===== config.mk =====
export PLATFORM = sky130hd
export DESIGN_NAME = instr_mem_loader_flat
export DESIGN_NICKNAME = d
export VERILOG_FILES = /design/src/rtl/instr_mem_loader_if.sv /design/src/rtl/instr_mem_loader.sv /design/src/flat_wrapper.sv
export SDC_FILE = /design/constraint.sdc
export NUM_CORES = 1
export LEC_CHECK = 0
export BUFFER_PORTS_ARGS = -buffer_cell sky130_fd_sc_hd__buf_2
export CORE_AREA = 2 2 146 148
export CTS_CLUSTER_SIZE = 20
export DETAILED_ROUTE_END_ITERATION = 6
export DIE_AREA = 0 0 148 150
export GPL_TIMING_DRIVEN = 0
export SLEW_MARGIN = 20
export SYNTH_ARGS = -nofsm -noshare
export SYNTH_HDL_FRONTEND = slang
export SYNTH_SLANG_ARGS = --single-unit

===== constraint.sdc =====
create_clock -name i_clk -period 6.35 [get_ports i_clk]
set_input_delay 0.9525 -clock i_clk [delete_from_list [all_inputs] [get_ports i_clk]]
set_output_delay 0.9525 -clock i_clk [all_outputs]
set_load 0.01 [all_outputs]

===== src/rtl/instr_mem_loader_if.sv =====
// instr_mem_loader_if: groups the loader's control, byte-stream and
// instruction-memory write-port signals.
//   slave  : loader side (consumes start/byte stream, drives write port/status)
//   master : host/bench side (drives start/byte stream, observes the rest)
// Signal names follow the loader's external naming (i_* into the loader,
// o_* out of it).
interface instr_mem_loader_if #(
  parameter int NBITS = 32,
  parameter int NBYTE = 8
);
  logic             i_start;
  logic [NBYTE-1:0] i_byte;
  logic             i_byte_valid;
  logic             o_byte_ready;
  logic             o_wr_en;
  logic [NBITS-1:0] o_wr_addr;
  logic [NBITS-1:0] o_wr_data;
  logic             o_busy;
  logic             o_done;
  logic             o_error;
  logic [7:0]       o_word_count;

  modport slave (
    input  i_start, i_byte, i_byte_valid,
    output o_byte_ready, o_wr_en, o_wr_addr, o_wr_data,
           o_busy, o_done, o_error, o_word_count
  );

  modport master (
    output i_start, i_byte, i_byte_valid,
    input  o_byte_ready, o_wr_en, o_wr_addr, o_wr_data,
           o_busy, o_done, o_error, o_word_count
  );
endinterface


===== src/rtl/instr_mem_loader.sv =====
// instr_mem_loader: write-side front end of the instruction memory.
// Collects NBITS/NBYTE stream bytes (MSB first) into one instruction and
// writes it at byte addresses 0, 4, 8, ... Loading stops on HALT_WORD
// (o_done) or when the next address would pass CELDAS-1 (o_error).
// Ports:
//   i_clk      rising-edge clock
//   i_reset_n  asynchronous active-low reset
//   bus        instr_mem_loader_if.slave: i_start, byte stream with
//              valid/ready, write port (o_wr_en/addr/data), status
//              (o_busy, o_done, o_error, o_word_count)
module instr_mem_loader #(
  parameter int                NBITS     = 32,
  parameter int                NBYTE     = 8,
  parameter int                CELDAS    = 60,
  parameter logic [NBITS-1:0]  HALT_WORD = {NBITS{1'b1}}
) (
  input  logic              i_clk,
  input  logic              i_reset_n,
  instr_mem_loader_if.slave bus
);

  localparam int NB = NBITS / NBYTE;
  localparam int CW = (NB > 1) ? $clog2(NB) : 1;
  localparam logic [CW-1:0]  LAST_BYTE = CW'(NB - 1);
  localparam logic [NBITS:0] LAST_ADDR = (NBITS+1)'(CELDAS - 1);
  localparam logic [NBITS:0] ADDR_STEP = (NBITS+1)'(4);

  typedef enum logic [2:0] {
    S_IDLE, S_RECV, S_WRITE, S_DONE, S_ERROR
  } state_e;

  state_e           state_q, state_d;
  logic [NBITS-1:0] addr_q, addr_d;
  logic [CW-1:0]    cnt_q, cnt_d;
  logic [NBITS-1:0] data_q, data_d;
  logic [NBITS-1:0] wr_addr_q, wr_addr_d;
  logic [NBITS-1:0] wr_data_q, wr_data_d;
  logic [7:0]       word_cnt_q, word_cnt_d;

  logic             xfer;
  logic [NBITS-1:0] shifted;
  logic [NBITS:0]   next_addr;

  assign xfer      = bus.i_byte_valid && (state_q == S_RECV);
  assign shifted   = {data_q[NBITS-NBYTE-1:0], bus.i_byte};
  // One extra bit so the overflow compare cannot be fooled by wrap-around.
  assign next_addr = {1'b0, addr_q} + ADDR_STEP;

  always_comb begin
    state_d    = state_q;
    addr_d     = addr_q;
    cnt_d      = cnt_q;
    data_d     = data_q;
    wr_addr_d  = wr_addr_q;
    wr_data_d  = wr_data_q;
    word_cnt_d = word_cnt_q;
    case (state_q)
      S_IDLE, S_DONE, S_ERROR: begin
        // Leaving DONE/ERROR is what clears the sticky status bits.
        if (bus.i_start) begin
          state_d    = S_RECV;
          addr_d     = '0;
          cnt_d      = '0;
          word_cnt_d = '0;
        end
      end
      S_RECV: begin
        if (xfer) begin
          data_d = shifted;
          if (cnt_q == LAST_BYTE) begin
            // Capture the write port here so it is registered and valid
            // during the WRITE cycle, then simply holds afterwards.
            state_d   = S_WRITE;
            wr_addr_d = addr_q;
            wr_data_d = shifted;
          end else begin
            cnt_d = cnt_q + 1'b1;
          end
        end
      end
      S_WRITE: begin
        if (word_cnt_q != 8'hFF) word_cnt_d = word_cnt_q + 8'd1;
        cnt_d = '0;
        // HALT wins over overflow: a HALT in the last cell is a clean finish.
        if (data_q == HALT_WORD) begin
          state_d = S_DONE;
        end else if (next_addr > LAST_ADDR) begin
          state_d = S_ERROR;
        end else begin
          addr_d  = next_addr[NBITS-1:0];
          state_d = S_RECV;
        end
      end
      default: state_d = S_IDLE;
    endcase
  end

  always_ff @(posedge i_clk or negedge i_reset_n) begin
    if (!i_reset_n) begin
      state_q    <= S_IDLE;
      addr_q     <= '0;
      cnt_q      <= '0;
      data_q     <= '0;
      wr_addr_q  <= '0;
      wr_data_q  <= '0;
      word_cnt_q <= '0;
    end else begin
      state_q    <= state_d;
      addr_q     <= addr_d;
      cnt_q      <= cnt_d;
      data_q     <= data_d;
      wr_addr_q  <= wr_addr_d;
      wr_data_q  <= wr_data_d;
      word_cnt_q <= word_cnt_d;
    end
  end

  assign bus.o_byte_ready = (state_q == S_RECV);
  assign bus.o_busy       = (state_q == S_RECV) || (state_q == S_WRITE);
  assign bus.o_wr_en      = (state_q == S_WRITE);
  assign bus.o_done       = (state_q == S_DONE);
  assign bus.o_error      = (state_q == S_ERROR);
  assign bus.o_wr_addr    = wr_addr_q;
  assign bus.o_wr_data    = wr_data_q;
  assign bus.o_word_count = word_cnt_q;

endmodule


===== src/flat_wrapper.sv =====
// flat-port wrapper written by rule: the top's interface ports become plain ports
module instr_mem_loader_flat 
#(
  parameter int                NBITS     = 32,
  parameter int                NBYTE     = 8,
  parameter int                CELDAS    = 60,
  parameter logic [NBITS-1:0]  HALT_WORD = {NBITS{1'b1}}
)
  (i_clk, i_reset_n, bus_i_start, bus_i_byte, bus_i_byte_valid, bus_o_byte_ready, bus_o_wr_en, bus_o_wr_addr, bus_o_wr_data, bus_o_busy, bus_o_done, bus_o_error, bus_o_word_count);
  instr_mem_loader_if #(.NBITS(NBITS), .NBYTE(NBYTE)) bus_i ();
  input  logic i_clk;
  input  logic i_reset_n;
  input wire logic [$bits(bus_i.i_start)-1:0] bus_i_start;
  input wire logic [$bits(bus_i.i_byte)-1:0] bus_i_byte;
  input wire logic [$bits(bus_i.i_byte_valid)-1:0] bus_i_byte_valid;
  output wire logic [$bits(bus_i.o_byte_ready)-1:0] bus_o_byte_ready;
  output wire logic [$bits(bus_i.o_wr_en)-1:0] bus_o_wr_en;
  output wire logic [$bits(bus_i.o_wr_addr)-1:0] bus_o_wr_addr;
  output wire logic [$bits(bus_i.o_wr_data)-1:0] bus_o_wr_data;
  output wire logic [$bits(bus_i.o_busy)-1:0] bus_o_busy;
  output wire logic [$bits(bus_i.o_done)-1:0] bus_o_done;
  output wire logic [$bits(bus_i.o_error)-1:0] bus_o_error;
  output wire logic [$bits(bus_i.o_word_count)-1:0] bus_o_word_count;
  assign bus_i.i_start = bus_i_start;
  assign bus_i.i_byte = bus_i_byte;
  assign bus_i.i_byte_valid = bus_i_byte_valid;
  assign bus_o_byte_ready = bus_i.o_byte_ready;
  assign bus_o_wr_en = bus_i.o_wr_en;
  assign bus_o_wr_addr = bus_i.o_wr_addr;
  assign bus_o_wr_data = bus_i.o_wr_data;
  assign bus_o_busy = bus_i.o_busy;
  assign bus_o_done = bus_i.o_done;
  assign bus_o_error = bus_i.o_error;
  assign bus_o_word_count = bus_i.o_word_count;
  instr_mem_loader #(.NBITS(NBITS), .NBYTE(NBYTE), .CELDAS(CELDAS), .HALT_WORD(HALT_WORD)) u_core (.i_clk(i_clk), .i_reset_n(i_reset_n), .bus(bus_i));
endmodule

* Word level (Yosys, flattened, before mapping) *
Cells that the tools add are included.

storage, ports and cells
  flip-flop bits (word level) = 141
  input bits = 12
  output and inout bits = 77
  word-level logic and storage cells = 54

operators by class
  $add $sub $neg = 3
  $lt $le $gt $ge = 1
  equality and inequality tests = 14
  muxes and demuxes = 17
  reductions and logical operators = 12

operators with widths
  kind                   number
  $mux 32                3
  $pmux 32 s2            1
  $add 32x3->33 const B  1
  $gt 33x6->1 const B    1
  $eq 32x32->1 const B   1
  $mux 8                 2
  $pmux 8 s2             1
  $mux 3                 5
  $pmux 3 s3             1
  $reduce_and 3->1       3
  $add 8x1->8 const B    1
  $ne 2x2->1 const B     4
  $ne 8x8->1 const B     1
  $reduce_and 4->1       2
  $eq 3x2->1 const B     2
  $mux 2                 3
  $ne 2x1->1 const B     3
  $pmux 2 s3             1
  $eq 3x1->1 const B     1
  $eq 3x3->1 const B     1
  $logic_not 3->1        1
  $reduce_bool 3->1      1
  $reduce_or 3->1        1
  $add 2x1->2 const B    1
  other kinds (5)        5

* Longest topological paths before layout *
Gate-level depths: netlist of run 1.

  word-level depth = 5
  depth in mapped cells = 10
  depth with buffers taken out = 9

* Worst setup path before layout of run 1 *
No wires, ideal clock.

  kind = flip-flop to flip-flop
  from = register u_core.addr_q[3]
  to = register u_core.addr_q[5]
  library setup time = 126 ps
  data arrival time = 2729 ps
  required time = 6224 ps
  slack = 3495 ps
  cell stages (with the launch flop) = 9
  path buffers = 0
  clock period less this slack = 2855 ps
  path through = dfrtp_1 -> ha_1 -> nand4_2 -> or3_1 -> or4_4 -> a22oi_4 -> nand4_4 -> o31a_1 -> a221o_1

on the way
  cells in the longest elaborated chain, start to end = 4
  elaborated cells on any way between the ends = 7
  those cells by class = add/sub (1); order compare (1); eq/ne (1); mux (3); reduce/logical (1)

ends and longest elaborated chain
  item                                                                     line                     RTL
  from (decl)                                                              instr_mem_loader.sv:33   logic [NBITS-1:0] addr_q, addr_d;
  from (signal assigned)                                                   instr_mem_loader.sv:109  addr_q <= addr_d;
  $add 32x3->33 *                                                          instr_mem_loader.sv:47   assign next_addr = {1'b0, addr_q} + ADDR_STEP;
  $gt 33x6->1 / $mux 32 (equally long branches)                            instr_mem_loader.sv:87   end else if (next_addr > LAST_ADDR) begin
  $ne 2x2->1 (no source line) / $mux 32 (equally long branches)            n/a
  $reduce_and 4->1 (no source line) / $pmux 32 s2 (equally long branches)  n/a

Mark *: on every way between the ends. The rest lies on a longest branch, timed or not. The select of a mux whose other input is x is not followed.
A chain may end at the register's enable or synchronous reset.

* Worst setup path in the final report of run 1 *
  from = register u_core.addr_q[3]
  to = register u_core.addr_q[26]

The elaborated chain is that of the path after synthesis.

==> impl_results.md, run 1 <==
* WL/cell at between 15 and 20 um
* Cell area power density at roughly 410 nW/um^2
* First-pass GRT wire length at roughly 22000 um
* Vias per cell at 4.64
* Worst-path maximum fanout at 10
* WP data required at 6.66 ns
* Layout cell share with drive strength beyond 1 at 37.4%
* Reg power frac at a little over two fifths
* Cell with the most instances after synthesis: dfrtp_1
* PortBufs at 86
* Final hold vios at 0
* Grt total ovfl at 0
* Min Tclk post-route at between 3 and 4 ns
* Yosys cell types at 60
* Synth top area cells: dfrtp_1, mux2_2, and2_1
* Clock skew at around 0.0085 ns
* Async SR Flop Fraction at 100%
* P_int at 2.16 mW
* Final period utilization at around 55%
* Largest net degree at the start of global routing at between 90 and 100
* Combinational Power Share at between 20% and 30%
* Detailed-route DRC error count at 0
* Chip Height at approximately 150 um
* Antenna-violating nets left at 0
* FF/Latch Area at 3430 um^2
* Setup TNS at 0 ns
* HPWL Detailed at 9560 um
* Seq/Total Area, Yosys at 56.2%
* Final Instance Area at between 7000 and 8000 um^2
* Yosys warns at 0
* Total power at 3.07 mW
* Slowest cell on the critical path: nor4_2
* Max_slew headroom at 53.2%
* Status: finished, final reports clean
* # IOs at 89
* Multi-input gate area at about 2500 um^2
* Vias in the first global route at 4143
* CP Buf/Inv Count at 1
* CTS Root Cell: clkbuf_16
* Leak pwr at 3.52 nW
* Setup bufs post-CTS at 0
* Critical path type: flip-flop to flip-flop
* Cts hold-fix bufs at 0
* Clock Power Share at 34.0%
* # H-tree levels at 4
* CP Launch Type: flip-flop
* Worst-case vdd ir drop at between 0.0002 and 0.0003 V
* Worst-Skew Late Latency at between 0.4 and 0.5 ns
* Synth Area per Inst at around 12 um^2
* Die Wd at 148 um
* CP endpoint kind: flip-flop
* Yosys top cell area share at a little under three fifths
* Nets at 618
* Global Route Usage Sum at 12.7%
* TritonCTS clock tree: done
* ANT cells at 0
* Starting density of the core at 29.5%
* Post-Synthesis Cell Area at 6100 um^2
* Via count at 4134
* Clock sink count at between 100 and 150
* CP cell instances: ha_1 -> nand4_2 -> nor4_2 -> a21oi_1 -> nor4b_2 -> nand4_4 -> o31a_1 -> clkbuf_1 -> and2_1
* Area post-placement at between 6000 and 7000 um^2
* Layout fillers at 2050
* Final setup violation count at 0
* Pre-antenna DRT Iters at 4
* Mapped Cells at 495
* Post-CTS sizing at 0
* FMAX at 288 MHz
* Core area at 20700 um^2
* RSZ-0062 raised after global routing: no
* Clk slew on worst S/H paths at roughly 0.060 ns
* Worst Max-Slew Pin Slew at a little under 0.7 ns
* Net switching power at 910 uW
* Synth Flop Type: dfrtp_1
* Top post-synthesis cells by count: dfrtp_1, mux2_2, nand2_1
* Largest delay share family, worst path: simple AND/OR/NAND/NOR gates
* Max incr delay on CP at 0.68 ns
* DIE AREA at approximately 22000 um^2
* Sw Share at 29.6%
* Initial antenna violation count at 1
* Synth area leader: dfrtp_1
* Area added between synthesis and finish at 23.7%
* MaxCap Viol Count at 0
* Row count at 53
* Max Buffers Root-to-Sink at 2
* CTS Buf Count at 17
* EDFF count, synth at 0
* Slew Viols, Final at 0
* CP Data Arrival Time at 3.79 ns
* Worst hold-check path type: input port to asynchronous set/reset pin
* Total wire length at around 13000 um
* Placer Congestion at 0.801
* Detailed router's first-iteration violation count at about 210
* Synth Register Bits at 137
[placed cells by master, fill, tap and decap left out, drive strengths merged, types with 11 or more instances in the layout]
cell,instances
inv,15
and2,22
nor2,24
nand3,11
buf,101
nand2,26
dfrtp,137
mux2,90
nand4,17
clkbuf,32
nor3,14
o21ai,18
[final cells by class]
| type | count | area share, % |
|---|---|---|
| Buffer | 25 | 1.68 |
| Clock buffer | 21 | 6.10 |
| Clock inverter | 11 | 2.26 |
| Inverter | 15 | 0.747 |
| Multi-Input combinational cell | 319 | 33.0 |
| Sequential cell | 137 | 45.5 |
| Tap cell | 275 | 4.56 |
| Timing Repair Buffer | 87 | 6.20 |
[sequential cells by signal, indices dropped and copies added, names as in the netlist]
signal                   cells
u_core.cnt_q                 2
u_core.state_q               3
u_core.data_q               32
u_core.addr_q               30
u_core.bus.o_word_count      8
u_core.bus.o_wr_data        32
u_core.bus.o_wr_addr        30
[worst paths after layout]
| kind | end | start | cells past startpoint | slack [ns] |
|---|---|---|---|---|
| max reg2reg | u_core.addr_q[26]$_DFFE_PN0P_ | u_core.addr_q[3]$_DFFE_PN0P_ | 9 | 2.87 |
| min in group i_clk | u_core.bus.o_wr_addr[29]$_DFFE_PN0P_ | u_core.bus.o_wr_addr[29]$_DFFE_PN0P_ | 2 | 0.49 |
| min reg2reg | u_core.bus.o_wr_addr[29]$_DFFE_PN0P_ | u_core.bus.o_wr_addr[29]$_DFFE_PN0P_ | 2 | 0.49 |
| min | u_core.bus.o_wr_data[0]$_DFFE_PN0P_ | i_reset_n | 1 | 0.41 |
| max | u_core.addr_q[26]$_DFFE_PN0P_ | u_core.addr_q[3]$_DFFE_PN0P_ | 9 | 2.87 |
| max in group asynchronous | u_core.bus.o_wr_addr[12]$_DFFE_PN0P_ | i_reset_n | 2 | 5.18 |
[per-layer routing]
layer / track usage, % / vias to the layer above / routed length (um)
li1: - / 1997 / -
met4: 4.57 / 2 / 202
met2: 19.7 / 102 / 6190
met5: 0 / - / 7
met1: 16.7 / 2016 / 6270
met3: 4.18 / 17 / 739
[cells by family after synthesis]
group / synth area share, %
AOI/OAI and AO/OA: 6.12
xor gates and xnor gates: 1.15
adders and majority gates: 0.821
buffers and inverters: 3.00
DFF: 56.2
muxes: 17.1
other: 0.0615
and+or+nand+nor: 15.5
[through the flow]
stage,setup WS [ns],hold WS (ns),util [%],instances
2_1_floorplan,3.50,0.429,-,496
3_3_place_gp,2.34,0.476,33.2,857
3_5_place_dp,2.91,0.470,33.4,858
4_1_cts,2.89,0.413,36.5,890
5_1_grt,2.57,0.438,36.5,890
6_report,2.87,0.414,36.5,890
[power by group through the flow]
stage	Sequential, mW	Clock (mW)	Combinational (mW)
floorplan	1.32	0	0.418
global placement	1.30	0	0.730
detailed placement	1.31	0	0.741
CTS	1.30	1.07	0.748
global route	1.33	1.11	0.807
finish	1.30	1.05	0.730
(Power assumes the default switching activity.)
==> inputs of run 2 (changes only) <==
==> constraint.sdc (replaced) <==
create_clock -name i_clk -period 3.15 [get_ports i_clk]
set_input_delay 0.4725 -clock i_clk [delete_from_list [all_inputs] [get_ports i_clk]]
set_output_delay 0.4725 -clock i_clk [all_outputs]
set_load 0.01 [all_outputs]
==> impl_results.md, run 2 (same netlist as run 1, synthesis figures left out) <==
* Worst Max-Slew Pin Slew at 0.620 ns (-0.0762 ns)
* CP endpoint kind: flip-flop
* Grt total ovfl at 0 (unchanged)
* Worst-path maximum fanout at 10 (unchanged)
* Chip Height at 150 um (unchanged)
* Leak pwr at 3.57 nW (+1.5%)
* Final period utilization at 93.8% (+39 points)
* RSZ-0062 raised after global routing: no
* Place WS at -0.287 ns (-3.20 ns)
* Row count at 53 (unchanged)
* Detailed-route DRC error count at 0 (unchanged)
* Worst hold-check path type: input port to flip-flop
* Vias in the first global route at 4139 (-0.097%)
* Max_slew headroom at 58.7% (+5.5 points)
* Clock skew at 0.0118 ns (+0.00328 ns)
* Commonest non-fill, non-tap cell in the layout: dfrtp_1
* Area added between synthesis and finish at 25.1%
* Final setup violation count at 0 (unchanged)
* Hold Path Depth at 2
* Hold WS at 0.294 ns (-0.119 ns)
* DIE AREA at 22200 um^2 (unchanged)
* ANT cells at 0 (unchanged)
* Setup TNS at 0 ns (unchanged)
* Worst-Skew Late Latency at 0.42 ns (about the same)
* Cell area power density at 815 nW/um^2 (+100%)
* CP Buf/Inv Count at 1 (unchanged)
* PortBufs at 86 (unchanged)
* Via count at 4172 (+0.92%)
* CP Data Arrival Time at 3.26 ns (-0.53 ns)
* WL/cell at 15.0 um (-0.61%)
* CP cell instances: ha_4 -> nand4_4 -> or3_1 -> or4_4 -> a22oi_4 -> nand4_4 -> o31a_1 -> clkbuf_2 -> and2_1
* Final WS setup at 0.197 ns (-2.68 ns)
* MaxCap Viol Count at 0 (unchanged)
* CP Launch Type: flip-flop
* CTS Root Cell: clkbuf_16
* Total wire length at 13400 um (about the same)
* Slowest cell on the critical path: or4_4
* Clk slew on worst S/H paths at 0.06 ns (about the same)
* Slew Viols, Final at 0 (unchanged)
* Max incr delay on CP at 0.50 ns (-0.18 ns)
* # IOs at 89 (unchanged)
* Layout cell share with drive strength beyond 1 at 38.3% (+0.93 points)
* Global Route Usage Sum at 12.7% (+0.020 points)
* Final hold vios at 0 (unchanged)
* Detailed router's first-iteration violation count at 193 (-9.4%)
* Pre-antenna DRT Iters at 5 (+1)
* FF-to-FF path depth at 9 (unchanged)
* Initial antenna violation count at 1 (unchanged)
* CTS Buf Count at 17 (unchanged)
* Critical path type: flip-flop to flip-flop
* Status: finished, final reports clean
* Most frequent cells in the layout: dfrtp_1, mux2_2, buf_2, nand2_1, nor2_1
* Core area at 20700 um^2 (unchanged)
* Antenna-violating nets left at 0 (unchanged)
* HPWL Detailed at 9560 um (unchanged)
* Worst-case vdd ir drop at 0.000557 V (+100%)
* TritonCTS clock tree: done
* Hold Crit Start: bus_i_byte[6]
* Clock sink count at 137 (unchanged)
* Die Wd at 148 um (unchanged)
* Final Core Density at 36.8% (+0.39 points)
* Vias per cell at 4.66 (+0.24%)
* First-pass GRT wire length at 22300 um (+0.16%)
* Critical path depth at 9 (unchanged)
* Starting density of the core at 29.5% (unchanged)
* Nets at 624 (+0.97%)
* Critical R2R Launch: u_core.addr_q[3]$_DFFE_PN0P_
* WHS Endpoint: u_core.bus.o_wr_data[6]$_DFFE_PN0P_
* Max Buffers Root-to-Sink at 2 (unchanged)
* # H-tree levels at 4 (unchanged)
* Largest net degree at the start of global routing at 95 (unchanged)
* Min Tclk post-route at 2.95 ns (-0.523 ns)
* Largest delay share family, worst path: simple AND/OR/NAND/NOR gates
* Worst reg2reg setup slack at 0.20 ns (-2.68 ns)
* Reg2Reg Capture Point: u_core.addr_q[30]$_DFFE_PN0P_
* FMAX at 339 MHz (+18%)
* Crit path top cell by count: nand4_4
* Placer Congestion at 0.801 (unchanged)
* WP data required at 3.45 ns (-3.21 ns)
run 2: cell count changes in the layout (fill, tap and decap cells not counted), sizes merged:
cell,previous run,this run
dlygate4sd3,0,1
buf,101,106
run 2: routing by layer:
| layer | wire [um] | vias up | part of all wire [%] | GRT usage, % |
|---|---|---|---|---|
| li1 | - | 2011 | - | - |
| met1 | 6230 | 2046 | 46 | 16.7 |
| met2 | 6290 | 98 | 47 | 19.9 |
| met3 | 725 | 15 | 5.4 | 4.15 |
| met4 | 170 | 2 | 1.3 | 4.33 |
| met5 | 7 | - | 0.052 | 0 |
run 2: layout make-up:
cell class              instances  area, um^2
plain buffers                  25         128
multi-input cells             319        2520
clock inverters                11         170
fillers                      2052       13100
well taps                     275         344
flip-flops and latches        137        3430
repair buffers                 93         515
clock buffers                  21         460
inverters                      15        56.3
run 2: worst max path at each step:
stage,from,endpoint
after CTS,u_core.addr_q[3]$_DFFE_PN0P_,u_core.addr_q[25]$_DFFE_PN0P_
after detailed placement,u_core.addr_q[3]$_DFFE_PN0P_,u_core.addr_q[18]$_DFFE_PN0P_
after floorplan,u_core.addr_q[3]$_DFFE_PN0P_,u_core.addr_q[5]$_DFFE_PN0P_
after global placement,i_reset_n,u_core.bus.o_wr_addr[10]$_DFFE_PN0P_
final,u_core.addr_q[3]$_DFFE_PN0P_,u_core.addr_q[30]$_DFFE_PN0P_
after global routing,u_core.addr_q[3]$_DFFE_PN0P_,u_core.addr_q[19]$_DFFE_PN0P_
run 2: worst register-to-register path: stages (launching register included):
cell and delay (ns):
dfrtp_2 0.44, ha_4 0.22, nand4_4 0.18, or3_1 0.39
or4_4 0.50, a22oi_4 0.25, nand4_4 0.15, o31a_1 0.33
clkbuf_2 0.20, and2_1 0.19
run 2: per-stage QoR:
stage	power, mW	instances	area, um^2
detailed placement	4.13	858	6910
finish	6.21	896	7620
CTS	6.28	891	7580
global route	6.57	896	7620
global placement	4.10	857	6870
floorplan	3.50	496	6100
run 2: power by group:
| group | total, mW | internal (mW) | switching, mW | leakage (nW) |
|---|---|---|---|---|
| sequential | 2.61 | 2.25 | 0.356 | 1.78 |
| combinational | 1.50 | 0.762 | 0.735 | 1.50 |
| clock | 2.11 | 1.37 | 0.740 | 0.299 |
| total | 6.21 | 4.38 | 1.83 | 3.57 |
run 2: repair_timing:
action,in CTS,in global routing
hold buffers,1,0
setup buffers,0,5
hold endpoints to repair,43,0
pin swaps,0,5
endpoints found under the setup margin,30,13
resized for setup,5,3
==> inputs of run 3 (changes only) <==
--- a/config.mk
+++ b/config.mk
@@ -11,6 +11,7 @@
 export DETAILED_ROUTE_END_ITERATION = 6
 export DIE_AREA = 0 0 148 150
 export GPL_TIMING_DRIVEN = 0
+export REMOVE_ABC_BUFFERS = 1
 export SLEW_MARGIN = 20
 export SYNTH_ARGS = -nofsm -noshare
 export SYNTH_HDL_FRONTEND = slang
==> impl_results.md, run 3 (same netlist as run 1, synthesis figures left out) <==
* Detailed router's first-iteration violation count at 134 (-31%)
* Area added between synthesis and finish at 23.8%
* CP Buf/Inv Count at 0 (-1)
* Most frequent cells in the layout: dfrtp_1, mux2_2, buf_2, nand2_1, nor2_1
* Grt total ovfl at 0 (unchanged)
* Cell area power density at 811 nW/um^2 (-0.47%)
* Core area at 20700 um^2 (unchanged)
* Inst Count DP at 835 (-2.7%)
* Pre-antenna DRT Iters at 4 (-1)
* Max_slew headroom at 53.1% (-5.5 points)
* Status: finished, final reports clean
* Max Buffers Root-to-Sink at 2 (unchanged)
* Hold WS at 0.297 ns (+0.00300 ns)
* Non-filler cells, final at 873 (-2.6%)
* Initial antenna violation count at 0 (-1)
* Row count at 53 (unchanged)
* Final Instance Area at 7550 um^2 (-1.0%)
* CP cell instances: ha_4 -> nand4_4 -> or3_1 -> or4_4 -> a22oi_4 -> nand4_4 -> o31a_4 -> a221o_1
* Reg power frac at 42.6% (+0.6 points)
* CTS Root Cell: clkbuf_16
* Slew Viols, Final at 0 (unchanged)
* Worst Max-Slew Pin Slew at 0.702 ns (+0.0819 ns)
* Die Wd at 148 um (unchanged)
* Area post-placement at 6840 um^2 (-0.98%)
* Layout fillers at 2069 (+0.83%)
* Worst-path maximum fanout at 22 (+12)
* # H-tree levels at 4 (unchanged)
* Largest delay share family, worst path: simple AND/OR/NAND/NOR gates
* ANT cells at 0 (unchanged)
* Combinational Power Share at 23.9% (-0.2 points)
* Worst-case vdd ir drop at 0.000497 V (-11%)
* Final setup violation count at 0 (unchanged)
* PortBufs at 86 (unchanged)
* HPWL Detailed at 8950 um (-6.4%)
* Chip Height at 150 um (unchanged)
* Clock skew at 0.00896 ns (-0.00283 ns)
* Leak pwr at 3.54 nW (-0.87%)
* Min Tclk post-route at 3.06 ns (+0.109 ns)
* Placer Congestion at 0.821 (+2.6%)
* Commonest non-fill, non-tap cell in the layout: dfrtp_1
* FMAX at 327 MHz (-3.6%)
* Final period utilization at 97.2% (+3.5 points)
* WL/cell at 15.0 um (about the same)
* Antenna-violating nets left at 0 (unchanged)
* Via count at 4063 (-2.6%)
* Layout cell share with drive strength beyond 1 at 39.5% (+1.1 points)
* DIE AREA at 22200 um^2 (unchanged)
* # IOs at 89 (unchanged)
* CTS Buf Count at 17 (unchanged)
* Max incr delay on CP at 0.50 ns (about the same)
* MaxCap Viol Count at 0 (unchanged)
* Slowest cell on the critical path: or4_4
* RSZ-0062 raised after global routing: yes
* Sw Share at 30.9% (+1.4 points)
* Net switching power at 1.89 mW (+3.1%)
* Nets at 601 (-3.7%)
* Setup TNS at 0 ns (unchanged)
* Crit path top cell by count: nand4_4
* Vias per cell at 4.65 (about the same)
* First-pass GRT wire length at 21800 um (-2.0%)
* Largest net degree at the start of global routing at 88 (-7.4%)
* CP Launch Type: flip-flop
* Critical path type: flip-flop to flip-flop
* Clk slew on worst S/H paths at 0.06 ns (about the same)
* Total wire length at 13100 um (-2.6%)
* WP data required at 3.44 ns (about the same)
* P_int at 4.23 mW (-3.4%)
* TritonCTS clock tree: done
* Worst-Skew Late Latency at 0.42 ns (about the same)
* Clock sink count at 137 (unchanged)
* Vias in the first global route at 4189 (+1.2%)
* CP endpoint kind: flip-flop
* Clock Power Share at 33.5% (-0.4 points)
* Final hold vios at 0 (unchanged)
* Global Route Usage Sum at 12.5% (-0.26 points)
* Starting density of the core at 29.5% (unchanged)
* Worst hold-check path type: input port to flip-flop
* CP Data Arrival Time at 3.36 ns (+0.10 ns)
* Detailed-route DRC error count at 0 (unchanged)
-- run 3: changes by cell type in the layout (fill, tap and decap cells not counted), sizes merged --
| cell | previous run | this run |
|---|---|---|
| clkbuf | 32 | 18 |
| buf | 106 | 94 |
| inv | 15 | 25 |
| clkinv | 4 | 1 |
| bufinv | 4 | 2 |
| clkinvlp | 3 | 1 |
-- run 3: path summary, 6_finish.rpt --
path,startpoint,depth (start not counted),slack (ns),to
setup reg to reg,u_core.addr_q[2]$_DFFE_PN0P_,8,0.09,u_core.addr_q[5]$_DFFE_PN0P_
hold reg to reg,u_core.bus.o_wr_addr[15]$_DFFE_PN0P_,2,0.47,u_core.bus.o_wr_addr[15]$_DFFE_PN0P_
min in group asynchronous,i_reset_n,2,0.54,u_core.data_q[5]$_DFFE_PN0P_
setup / recovery,u_core.addr_q[2]$_DFFE_PN0P_,8,0.09,u_core.addr_q[5]$_DFFE_PN0P_
max in group asynchronous,i_reset_n,3,1.87,u_core.bus.o_wr_addr[20]$_DFFE_PN0P_
hold / removal,bus_i_byte[0],2,0.30,u_core.bus.o_wr_data[0]$_DFFE_PN0P_
-- run 3: cell type report --
type                    instances  area [um^2]  area share (%)
clock buffers                  18          439            5.82
clock inverters                14          174            2.30
inverters                      15         56.3           0.746
multi-input cells             319         2540            33.7
flip-flops and latches        137         3430            45.4
well taps                     275          344            4.56
repair buffers                 95          563            7.46
-- run 3: metrics by stage --
stage / worst slack, ns / total power [mW] / util (%)
5_1_grt: -0.0174 / 6.50 / 36.5
6_report: 0.0876 / 6.12 / 36.5
2_1_floorplan: -0.610 / 3.46 / -
3_3_place_gp: -2.19 / 4.05 / 32.6
4_1_cts: 0.0571 / 6.22 / 36.3
3_5_place_dp: -0.513 / 4.11 / 33.1
-- run 3: routing by layer --
layer  vias up  share of wire, %  global-route usage [%]
met2        74                46                    19.6
li1       1971                 -                       -
met3        11               6.5                    5.03
met1      2007                46                    15.8
met5         -                 0                       0
met4         0              0.99                    4.05
-- run 3: repair_timing --
action	4_1_cts	5_1_grt
pin swaps	1	2
setup endpoints to repair	31	4
buffers inserted	0	5
hold endpoints to repair	50	0
hold buffers	1	0
gates resized for setup	8	0
-- run 3: worst reg2reg max path: stages, from the launching register on --
cell,delay [ns]
dfrtp_2,0.48
ha_4,0.23
nand4_4,0.17
or3_1,0.38
or4_4,0.50
a22oi_4,0.24
nand4_4,0.15
o31a_4,0.41
a221o_1,0.38
-- run 3: power by group through the flow --
stage / Combinational, mW / Sequential, mW / Clock [mW]
2_1_floorplan: 0.794 / 2.67 / 0
3_3_place_gp: 1.43 / 2.62 / 0
3_5_place_dp: 1.48 / 2.64 / 0
4_1_cts: 1.49 / 2.61 / 2.12
5_1_grt: 1.61 / 2.69 / 2.20
6_report: 1.46 / 2.60 / 2.05
